--- src/rtl/dmem_access_ctrl_if.sv ---
// Pipeline-side load/store controls plus word-wide request/grant/response data bus.
// master = access sequencer, slave = pipeline/bus environment driving it.
interface dmem_access_ctrl_if;
  logic        mem_read_in;
  logic        mem_write_in;
  logic [1:0]  mem_size_in;
  logic        mem_sign_in;
  logic [31:0] addr_in;
  logic [31:0] wdata_in;
  logic        stall_out;
  logic [31:0] rdata_out;
  logic        rdata_valid;
  logic        fault_out;
  logic [1:0]  fault_code;
  logic        bus_req;
  logic        bus_we;
  logic [31:0] bus_addr;
  logic [3:0]  bus_be;
  logic [31:0] bus_wdata;
  logic        bus_gnt;
  logic        bus_rvalid;
  logic [31:0] bus_rdata;

  modport master (
    input  mem_read_in, mem_write_in, mem_size_in, mem_sign_in, addr_in, wdata_in,
    input  bus_gnt, bus_rvalid, bus_rdata,
    output stall_out, rdata_out, rdata_valid, fault_out, fault_code,
    output bus_req, bus_we, bus_addr, bus_be, bus_wdata
  );

  modport slave (
    output mem_read_in, mem_write_in, mem_size_in, mem_sign_in, addr_in, wdata_in,
    output bus_gnt, bus_rvalid, bus_rdata,
    input  stall_out, rdata_out, rdata_valid, fault_out, fault_code,
    input  bus_req, bus_we, bus_addr, bus_be, bus_wdata
  );
endinterface

--- src/rtl/dmem_access_ctrl.sv ---
// MEM-stage data-memory sequencer: store done on cycle 3, load on cycle 4 with a zero-wait bus.
// Stalls the pipeline while the bus withholds gnt/rvalid; aborts with a timeout fault after TIMEOUT_CYCLES.
module dmem_access_ctrl #(
  parameter int TIMEOUT_CYCLES = 64
) (
  input  logic              clk,
  input  logic              reset,
  dmem_access_ctrl_if.master io
);

  localparam int CW = $clog2(TIMEOUT_CYCLES);
  localparam logic [CW-1:0] CNT_LAST = CW'(TIMEOUT_CYCLES - 1);

  typedef enum logic [2:0] {
    S_IDLE  = 3'd0,
    S_REQ   = 3'd1,
    S_WAIT  = 3'd2,
    S_DONE  = 3'd3,
    S_FAULT = 3'd4
  } state_t;

  state_t        state_q, state_d;
  logic [CW-1:0] cnt_q, cnt_d;
  logic [31:0]   addr_q, addr_d;
  logic [3:0]    be_q, be_d;
  logic [31:0]   wdata_q, wdata_d;
  logic          we_q, we_d;
  logic [1:0]    size_q, size_d;
  logic          sign_q, sign_d;
  logic [31:0]   rdata_q, rdata_d;
  logic [1:0]    fcode_q, fcode_d;

  logic        req_any;
  logic        illegal;
  logic        misaligned;
  logic [3:0]  be_new;
  logic [31:0] wdata_new;
  logic [31:0] shifted;
  logic [31:0] load_ext;

  // Request decode, lane steering and load extraction.
  always_comb begin
    req_any    = io.mem_read_in | io.mem_write_in;
    illegal    = (io.mem_size_in == 2'b11) | (io.mem_read_in & io.mem_write_in);
    misaligned = ((io.mem_size_in == 2'b01) & io.addr_in[0]) |
                 ((io.mem_size_in == 2'b10) & (io.addr_in[1:0] != 2'b00));
    case (io.mem_size_in)
      2'b00: begin
        be_new    = 4'b0001 << io.addr_in[1:0];
        wdata_new = {4{io.wdata_in[7:0]}};
      end
      2'b01: begin
        be_new    = io.addr_in[1] ? 4'b1100 : 4'b0011;
        wdata_new = {2{io.wdata_in[15:0]}};
      end
      default: begin
        be_new    = 4'b1111;
        wdata_new = io.wdata_in;
      end
    endcase

    shifted = io.bus_rdata >> {addr_q[1:0], 3'b000};
    case (size_q)
      2'b00:   load_ext = {{24{sign_q & shifted[7]}}, shifted[7:0]};
      2'b01:   load_ext = {{16{sign_q & shifted[15]}}, shifted[15:0]};
      default: load_ext = shifted;
    endcase
  end

  always_ff @(posedge clk or posedge reset) begin
    if (reset) begin
      state_q <= S_IDLE;
      cnt_q   <= '0;
      addr_q  <= '0;
      be_q    <= '0;
      wdata_q <= '0;
      we_q    <= 1'b0;
      size_q  <= '0;
      sign_q  <= 1'b0;
      rdata_q <= '0;
      fcode_q <= '0;
    end else begin
      state_q <= state_d;
      cnt_q   <= cnt_d;
      addr_q  <= addr_d;
      be_q    <= be_d;
      wdata_q <= wdata_d;
      we_q    <= we_d;
      size_q  <= size_d;
      sign_q  <= sign_d;
      rdata_q <= rdata_d;
      fcode_q <= fcode_d;
    end
  end

  always_comb begin
    state_d = state_q;
    cnt_d   = cnt_q;
    addr_d  = addr_q;
    be_d    = be_q;
    wdata_d = wdata_q;
    we_d    = we_q;
    size_d  = size_q;
    sign_d  = sign_q;
    rdata_d = rdata_q;
    fcode_d = fcode_q;
    case (state_q)
      S_IDLE: begin
        if (req_any) begin
          if (illegal) begin
            fcode_d = 2'b11;
            state_d = S_FAULT;
          end else if (misaligned) begin
            fcode_d = 2'b01;
            state_d = S_FAULT;
          end else begin
            addr_d  = io.addr_in;
            be_d    = be_new;
            wdata_d = wdata_new;
            we_d    = io.mem_write_in;
            size_d  = io.mem_size_in;
            sign_d  = io.mem_sign_in;
            cnt_d   = '0;
            state_d = S_REQ;
          end
        end
      end
      S_REQ: begin
        cnt_d = cnt_q + CW'(1);
        // A handshake in the last allowed cycle beats the timeout.
        if (io.bus_gnt) begin
          state_d = we_q ? S_DONE : S_WAIT;
        end else if (cnt_q == CNT_LAST) begin
          fcode_d = 2'b10;
          state_d = S_FAULT;
        end
      end
      S_WAIT: begin
        cnt_d = cnt_q + CW'(1);
        if (io.bus_rvalid) begin
          rdata_d = load_ext;
          state_d = S_DONE;
        end else if (cnt_q == CNT_LAST) begin
          fcode_d = 2'b10;
          state_d = S_FAULT;
        end
      end
      S_DONE:  state_d = S_IDLE;
      S_FAULT: state_d = S_IDLE;
      default: state_d = S_IDLE;
    endcase
  end

  always_comb begin
    io.stall_out   = 1'b0;
    io.bus_req     = 1'b0;
    io.bus_we      = 1'b0;
    io.bus_addr    = '0;
    io.bus_be      = '0;
    io.bus_wdata   = '0;
    io.rdata_valid = 1'b0;
    io.fault_out   = 1'b0;
    io.fault_code  = '0;
    io.rdata_out   = rdata_q;
    case (state_q)
      S_IDLE: io.stall_out = req_any;
      S_REQ: begin
        io.stall_out = 1'b1;
        io.bus_req   = 1'b1;
        io.bus_we    = we_q;
        io.bus_addr  = {addr_q[31:2], 2'b00};
        io.bus_be    = be_q;
        io.bus_wdata = wdata_q;
      end
      S_WAIT: io.stall_out = 1'b1;
      S_DONE: io.rdata_valid = ~we_q;
      S_FAULT: begin
        io.fault_out  = 1'b1;
        io.fault_code = fcode_q;
      end
      default: ;
    endcase
  end

endmodule

--- src/flat_wrapper.sv ---
// flat-port wrapper written by rule: the top's interface ports become plain ports
module dmem_access_ctrl_flat 
#(
  parameter int TIMEOUT_CYCLES = 64
)
  (clk, reset, io_mem_read_in, io_mem_write_in, io_mem_size_in, io_mem_sign_in, io_addr_in, io_wdata_in, io_bus_gnt, io_bus_rvalid, io_bus_rdata, io_stall_out, io_rdata_out, io_rdata_valid, io_fault_out, io_fault_code, io_bus_req, io_bus_we, io_bus_addr, io_bus_be, io_bus_wdata);
  dmem_access_ctrl_if io_i ();
  input  logic clk;
  input  logic reset;
  input wire logic [$bits(io_i.mem_read_in)-1:0] io_mem_read_in;
  input wire logic [$bits(io_i.mem_write_in)-1:0] io_mem_write_in;
  input wire logic [$bits(io_i.mem_size_in)-1:0] io_mem_size_in;
  input wire logic [$bits(io_i.mem_sign_in)-1:0] io_mem_sign_in;
  input wire logic [$bits(io_i.addr_in)-1:0] io_addr_in;
  input wire logic [$bits(io_i.wdata_in)-1:0] io_wdata_in;
  input wire logic [$bits(io_i.bus_gnt)-1:0] io_bus_gnt;
  input wire logic [$bits(io_i.bus_rvalid)-1:0] io_bus_rvalid;
  input wire logic [$bits(io_i.bus_rdata)-1:0] io_bus_rdata;
  output wire logic [$bits(io_i.stall_out)-1:0] io_stall_out;
  output wire logic [$bits(io_i.rdata_out)-1:0] io_rdata_out;
  output wire logic [$bits(io_i.rdata_valid)-1:0] io_rdata_valid;
  output wire logic [$bits(io_i.fault_out)-1:0] io_fault_out;
  output wire logic [$bits(io_i.fault_code)-1:0] io_fault_code;
  output wire logic [$bits(io_i.bus_req)-1:0] io_bus_req;
  output wire logic [$bits(io_i.bus_we)-1:0] io_bus_we;
  output wire logic [$bits(io_i.bus_addr)-1:0] io_bus_addr;
  output wire logic [$bits(io_i.bus_be)-1:0] io_bus_be;
  output wire logic [$bits(io_i.bus_wdata)-1:0] io_bus_wdata;
  assign io_i.mem_read_in = io_mem_read_in;
  assign io_i.mem_write_in = io_mem_write_in;
  assign io_i.mem_size_in = io_mem_size_in;
  assign io_i.mem_sign_in = io_mem_sign_in;
  assign io_i.addr_in = io_addr_in;
  assign io_i.wdata_in = io_wdata_in;
  assign io_i.bus_gnt = io_bus_gnt;
  assign io_i.bus_rvalid = io_bus_rvalid;
  assign io_i.bus_rdata = io_bus_rdata;
  assign io_stall_out = io_i.stall_out;
  assign io_rdata_out = io_i.rdata_out;
  assign io_rdata_valid = io_i.rdata_valid;
  assign io_fault_out = io_i.fault_out;
  assign io_fault_code = io_i.fault_code;
  assign io_bus_req = io_i.bus_req;
  assign io_bus_we = io_i.bus_we;
  assign io_bus_addr = io_i.bus_addr;
  assign io_bus_be = io_i.bus_be;
  assign io_bus_wdata = io_i.bus_wdata;
  dmem_access_ctrl #(.TIMEOUT_CYCLES(TIMEOUT_CYCLES)) u_core (.clk(clk), .reset(reset), .io(io_i));
endmodule
--- config.mk ---
export PLATFORM = sky130hd
export DESIGN_NAME = dmem_access_ctrl_flat
export DESIGN_NICKNAME = d
export VERILOG_FILES = /design/src/rtl/dmem_access_ctrl_if.sv /design/src/rtl/dmem_access_ctrl.sv /design/src/flat_wrapper.sv
export SDC_FILE = /design/constraint.sdc
export NUM_CORES = 1
export LEC_CHECK = 0
export ABC_AREA = 1
export BUFFER_PORTS_ARGS = -buffer_cell sky130_fd_sc_hd__buf_2
export CORE_MARGIN = 3
export CORE_UTILIZATION = 40
export CTS_CLUSTER_DIAMETER = 40
export DETAILED_ROUTE_END_ITERATION = 12
export HOLD_SLACK_MARGIN = 0.15
export PLACE_DENSITY_LB_ADDON = 0.12
export SETUP_SLACK_MARGIN = 0.02
export SLEW_MARGIN = 20
export SYNTH_ARGS = -nofsm -noshare
export SYNTH_HDL_FRONTEND = slang
export SYNTH_SLANG_ARGS = --single-unit
--- constraint.sdc ---
create_clock -name clk -period 4.95 [get_ports clk]
set_input_delay 0.495 -clock clk [delete_from_list [all_inputs] [get_ports clk]]
set_output_delay 0.495 -clock clk [all_outputs]
set_load 0.05 [all_outputs]
==> results of run 1 <==
==> synthesized netlist by cell type (all sizes together) <==
cell type and n:
a21oi 28, a31o 1, and2 7, buf 38, clkbuf 10, conb 1
dfrtp 115, ha 1, inv 130, nand2 303, nand3 51, nand3b 1
nand4 3, nor2 130, nor3 1, nor4 1, o211ai 14, o21ai 51
or2 24, xnor2 1, xor2 3
==> state kept, by name (all words and copies together), names as in the netlist <==
name                 flops
u_core.be_q              4
u_core.size_q            2
u_core.io.rdata_out     32
u_core.state_q           3
u_core.fcode_q           2
u_core.wdata_q          32
u_core.we_q              1
u_core.sign_q            1
u_core.cnt_q             6
u_core.addr_q           32
==> metrics by stage <==
step	cell area (um2)	util, %
finish	8180	52.7
global route	8180	52.7
CTS	8180	52.7
detailed placement	7510	48.3
global placement	7510	48.3
floorplan	6490	-
==> final cells by class <==
class,count,area (um2)
sequential,115,2880
fill,1647,7360
clock inverter,13,231
multi-input combinational,622,2810
inverter,130,490
timing repair buffer,212,1070
tap,211,264
clock buffer,19,443
==> report_power, final <==
group          switching (mW)  leakage (nW)  internal (mW)
logic                    1.86          2.93          0.704
clock network           0.444         0.311          0.957
registers               0.297          1.43           1.37
==> critical path, cell delays in order (launching register included) <==
cell     delay [ps]
dfrtp_1         440
inv_1           140
nand3_2         710
buf_4           540
nor2_1          140
buf_2           280
==> layer usage <==
layer | GRT usage, % | vias up | routed length [um]
li1 | - | 3149 | -
met1 | 27.6 | 2897 | 8200
met2 | 34.4 | 206 | 8630
met3 | 4.68 | 18 | 1110
met4 | 4.97 | 0 | 236
met5 | 0 | - | 0
==> logic make-up (layout without fill, tap and decap cells) <==
logic type	Yosys count	count (layout)	synth area share, %
buffers and inverters	178	374	12.4
xor gates and xnor gates	4	4	0.541
other	1	2	0.0578
and+or+nand+nor	521	521	33.9
AOI/OAI and AO/OA	94	94	8.49
DFF	115	115	44.4
adders and majority gates	1	1	0.193
==> how the worst min path moves through the flow <==
stage	start	endpoint	slack (ps)	cells after the start
after floorplan	u_core.fcode_q[0]	u_core.fcode_q[0]	440	2
after global placement	u_core.fcode_q[0]	u_core.fcode_q[0]	460	2
after detailed placement	u_core.addr_q[31]	u_core.addr_q[31]	460	2
after CTS	io_addr_in[9]	u_core.addr_q[9]	270	3
after global routing	io_addr_in[9]	u_core.addr_q[9]	260	3
final	io_addr_in[24]	u_core.addr_q[24]	280	3
==> metrics.md, run 1 <==
| Metric | Value |
|---|---|
| Crit path DAT | 2670 ps |
| Worst-path clk slew | 60 ps |
| Cells after DPL | 1290 |
| Clk_lat worst skew | 410 ps |
| Total Die Area | 0.0178 mm2 |
| Placer congestion estimate | 0.902 |
| Fin crit period | 3170 ps |
| RR Startpoint | u_core.addr_q[0] |
| Io pins | 212 |
| N_diodes | 0 |
| Setup_tns | 0 ps |
| Sequential-to-total area share from yosys stat | 44.4% |
| Peak VDD IR | 297 uV |
| DP Wirelength | 13000 um |
| Setup crit end | io_bus_addr[18] |
| Synth top area share | 44.4% |
| Pwr Total | 5.63 mW |
| Status | completed |
| Hold Vio Cnt, Final | 0 |
| CP max FO | 43 |
| Final worst slack | 1780 ps |
| Longest Clk Path Bufs | 2 |
| Crit path required time | 4450 ps |
| Drt pass-1 iters | 5 |
| Setup Viol. Count Final | 0 |
| Largest net degree at the start of global routing | 75 |
| Pre-CTS setup slack | 2160 ps |
| # hold bufs at CTS | 0 |
| Post-CTS sizing | 0 |
| RSZ-0062 raised after global routing | false |
| Core Rows | 45 |
| Critical Path End Type | output pin |
| Worst-Margin Slew | 1010 ps |
| R2R cell count | 7 |
| Fmax | 0.316 GHz |
| Syn_area_per_cell | 7.09 um2 |
| Core ar. | 0.0155 mm2 |
| Power Dens Cells | 688 mW/mm2 |
| Overflow after GRT | 0 |
| DRT antenna net count | 0 |
| Routed len/inst | 13.8 um |
| Worst hold-check path type | input port to flip-flop |
| Max Cap Viol | 0 |
| Skew final | 7.94 ps |
| Leakage | 4.67 nW |
| R2R Path End | u_core.io.rdata_out[25] |
| CTS root buffer | clkbuf_16 |
| Yosys Warn Count | 0 |
| Layout cells sized above 1 | 27.7% |
| Synth Register Bits | 115 |
| Cells after synthesis | 914 |
| Period utilisation layout | 64.0% |
| Area of the mapped netlist | 0.00648 mm2 |
| Post-synth cell types | 34 |
| Net count reported at finish | 1204 |
| Number of remaining DRC errors | 0 |
| Most frequent cells in the layout | nand2_1, buf_2, nor2_1 |
| Worst setup path startpoint | u_core.state_q[2] |
| Relative slew margins | 32.8% |
| Routed vias | 6270 |
| WS Path Type | flip-flop to output pin |
| Final Max Tran Viols | 0 |
| Port Buf Inserts | 209 |
| GRT Total Usage | 20.7% |
| H-Tree Depth | 4 |
| Synth top area cells | dfrtp_1, nand2_1, inv_1 |
| Initial Utilization | 41.7% |
| Startpoint Class | flip-flop |
| Initial antenna violation count | 0 |
| WHS | 278 ps |
| First-pass GRT wire length | 29900 um |
| Most common cell after layout, fill and taps aside | nand2_1 |
| Die W | 133 um |
| CTS tree | yes |
| Chip height | 133 um |
| Routed WL | 18200 um |
| R2R setup slack | 2290 ps |
| Non-Filler Instances | 1322 |
| Largest area contributor in the netlist | dfrtp_1 |
| DRT iter0 DRCs | 444 |
| CTS buffer count | 17 |
| Via density | 4.74 |
| Num Clock Sinks | 115 |
| Postcts setup bufs | 0 |
| Vias in the first global route | 6012 |
| Area Overhead vs Synth | 26.2% |
(Power assumes the default switching activity.)
==> run 2, diff against run 1 <==
==> constraint.sdc (replaced) <==
create_clock -name clk -period 3.2 [get_ports clk]
set_input_delay 0.32 -clock clk [delete_from_list [all_inputs] [get_ports clk]]
set_output_delay 0.32 -clock clk [all_outputs]
set_load 0.05 [all_outputs]
==> run 2 against run 1 <==
Compared with the run above:
- die area did not move
- highest routed layer unchanged
- critical path type unchanged
- clock skew grew 0.74 ps
- non-clock buffer count increased by 40
- power up 55%
==> metrics.md, run 2 (synthesized netlist as in run 1, its figures left out) <==
| Metric | Value |
|---|---|
| Status | completed |
| Setup_tns | 0 ps |
| Fin crit period | 2470 ps |
| CTS root buffer | clkbuf_16 |
| Core ar. | 0.0155 mm2 |
| Placer congestion estimate | 0.851 |
| Core Rows | 45 |
| Largest net degree at the start of global routing | 61 |
| DRT antenna net count | 0 |
| Initial Utilization | 41.7% |
| Die W | 133 um |
| Most frequent cells in the layout | nand2_1, buf_2, nor2_1 |
| Port Buf Inserts | 209 |
| FILL cells | 1576 |
| Critical Path End Type | output pin |
| Drt pass-1 iters | 5 |
| Routed len/inst | 13.4 um |
| Power Dens Cells | 1020 mW/mm2 |
| Hold Crit Depth | 3 |
| Via density | 4.62 |
| Startpoint Class | flip-flop |
| N_diodes | 0 |
| Hold Path Sink | u_core.wdata_q[0] |
| R2R Path End | u_core.wdata_q[19] |
| Pwr Total | 8.73 mW |
| Total Die Area | 0.0178 mm2 |
| Io pins | 212 |
| Net count reported at finish | 1244 |
| First-pass GRT wire length | 29900 um |
| GRT Total Usage | 20.7% |
| CP max FO | 32 |
| Chip height | 133 um |
| Vias in the first global route | 6087 |
| Hold path start | io_wdata_in[0] |
| R2R setup slack | 1230 ps |
| Final Max Tran Viols | 0 |
| Fmax | 0.405 GHz |
| Initial antenna violation count | 0 |
| Period utilisation layout | 77.1% |
| H-Tree Depth | 4 |
| Hold Vio Cnt, Final | 0 |
| DRT iter0 DRCs | 369 |
| Clk_lat worst skew | 410 ps |
| CTS buffer count | 17 |
| Peak VDD IR | 500 uV |
| Cells after DPL | 1297 |
| DP Wirelength | 12900 um |
| Crit path DAT | 2150 ps |
| CTS tree | yes |
| Longest Clk Path Bufs | 2 |
| Crit path required time | 2880 ps |
| Area Overhead vs Synth | 32.4% |
| Setup Viol. Count Final | 0 |
| Non-Filler Instances | 1361 |
| Num Clock Sinks | 115 |
| Layout cells sized above 1 | 27.2% |
| Number of remaining DRC errors | 0 |
| Most common cell after layout, fill and taps aside | nand2_1 |
| Worst-path clk slew | 50 ps |
| Routed WL | 18200 um |
| Max Cap Viol | 0 |
| WS Path Type | flip-flop to output pin |
| Worst hold-check path type | input port to flip-flop |
| Postcts setup bufs | 0 |
| Leakage | 4.86 nW |
| Routed vias | 6284 |
| # hold bufs at CTS | 33 |
| R2R cell count | 9 |
| Skew final | 8.68 ps |
| RSZ-0062 raised after global routing | false |
| Relative slew margins | 43.8% |
| Post-CTS sizing | 0 |
| Worst-Margin Slew | 841 ps |
| RR Startpoint | u_core.state_q[1] |
| Overflow after GRT | 0 |
run 2: routing by layer:
layer	up-vias	GRT usage, %	routed length (um)
li1	3214	-	-
met1	2812	28.2	8250
met2	231	33.1	8540
met3	27	4.76	1090
met4	0	6.29	348
met5	-	0	0
run 2: worst max-delay path by stage:
stage / from / end / slack [ps] / cells past startpoint
after floorplan: u_core.state_q[1] / io_fault_code[0] / 780 / 5
after global placement: io_mem_size_in[1] / u_core.wdata_q[17] / 970 / 9
after detailed placement: io_mem_size_in[1] / u_core.wdata_q[15] / 890 / 9
after CTS: u_core.state_q[2] / io_bus_wdata[15] / 690 / 5
after global routing: u_core.state_q[2] / io_bus_wdata[15] / 590 / 5
final: u_core.state_q[2] / io_bus_wdata[15] / 730 / 5
run 2: cell type report:
cell class	instances	area, um2	area share [%]
Clock inverter	10	204	2.38
Clock buffer	21	460	5.36
Multi-Input combinational cell	622	2810	32.7
Inverter	130	492	5.73
Tap cell	211	264	3.08
Timing Repair Buffer	252	1480	17.2
Sequential cell	115	2880	33.5
run 2: report_power, final:
part           total, mW  internal (mW)  switching [mW]  leakage, nW
Clock               2.13           1.49           0.641        0.327
Sequential          2.51           2.12           0.386         1.43
Combinational       4.09           1.15            2.94         3.10
Total               8.73           4.77            3.97         4.86
run 2: stage by stage:
step           cell area, um2  setup slack (ps)  hold slack [ps]  utilization (%)
2_1_floorplan            6490               782              430                -
3_3_place_gp             7590               972              459             48.8
3_5_place_dp             7590               893              464             48.8
4_1_cts                  8580               692              196             55.2
5_1_grt                  8580               589              214             55.2
6_report                 8580               732              218             55.2
run 2: critical path, cell delays in order (launching register included):
cell and delay [ps]:
dfrtp_1 440, inv_1 150, nand3_2 300, buf_4 350, nor2_1 180, buf_2 300
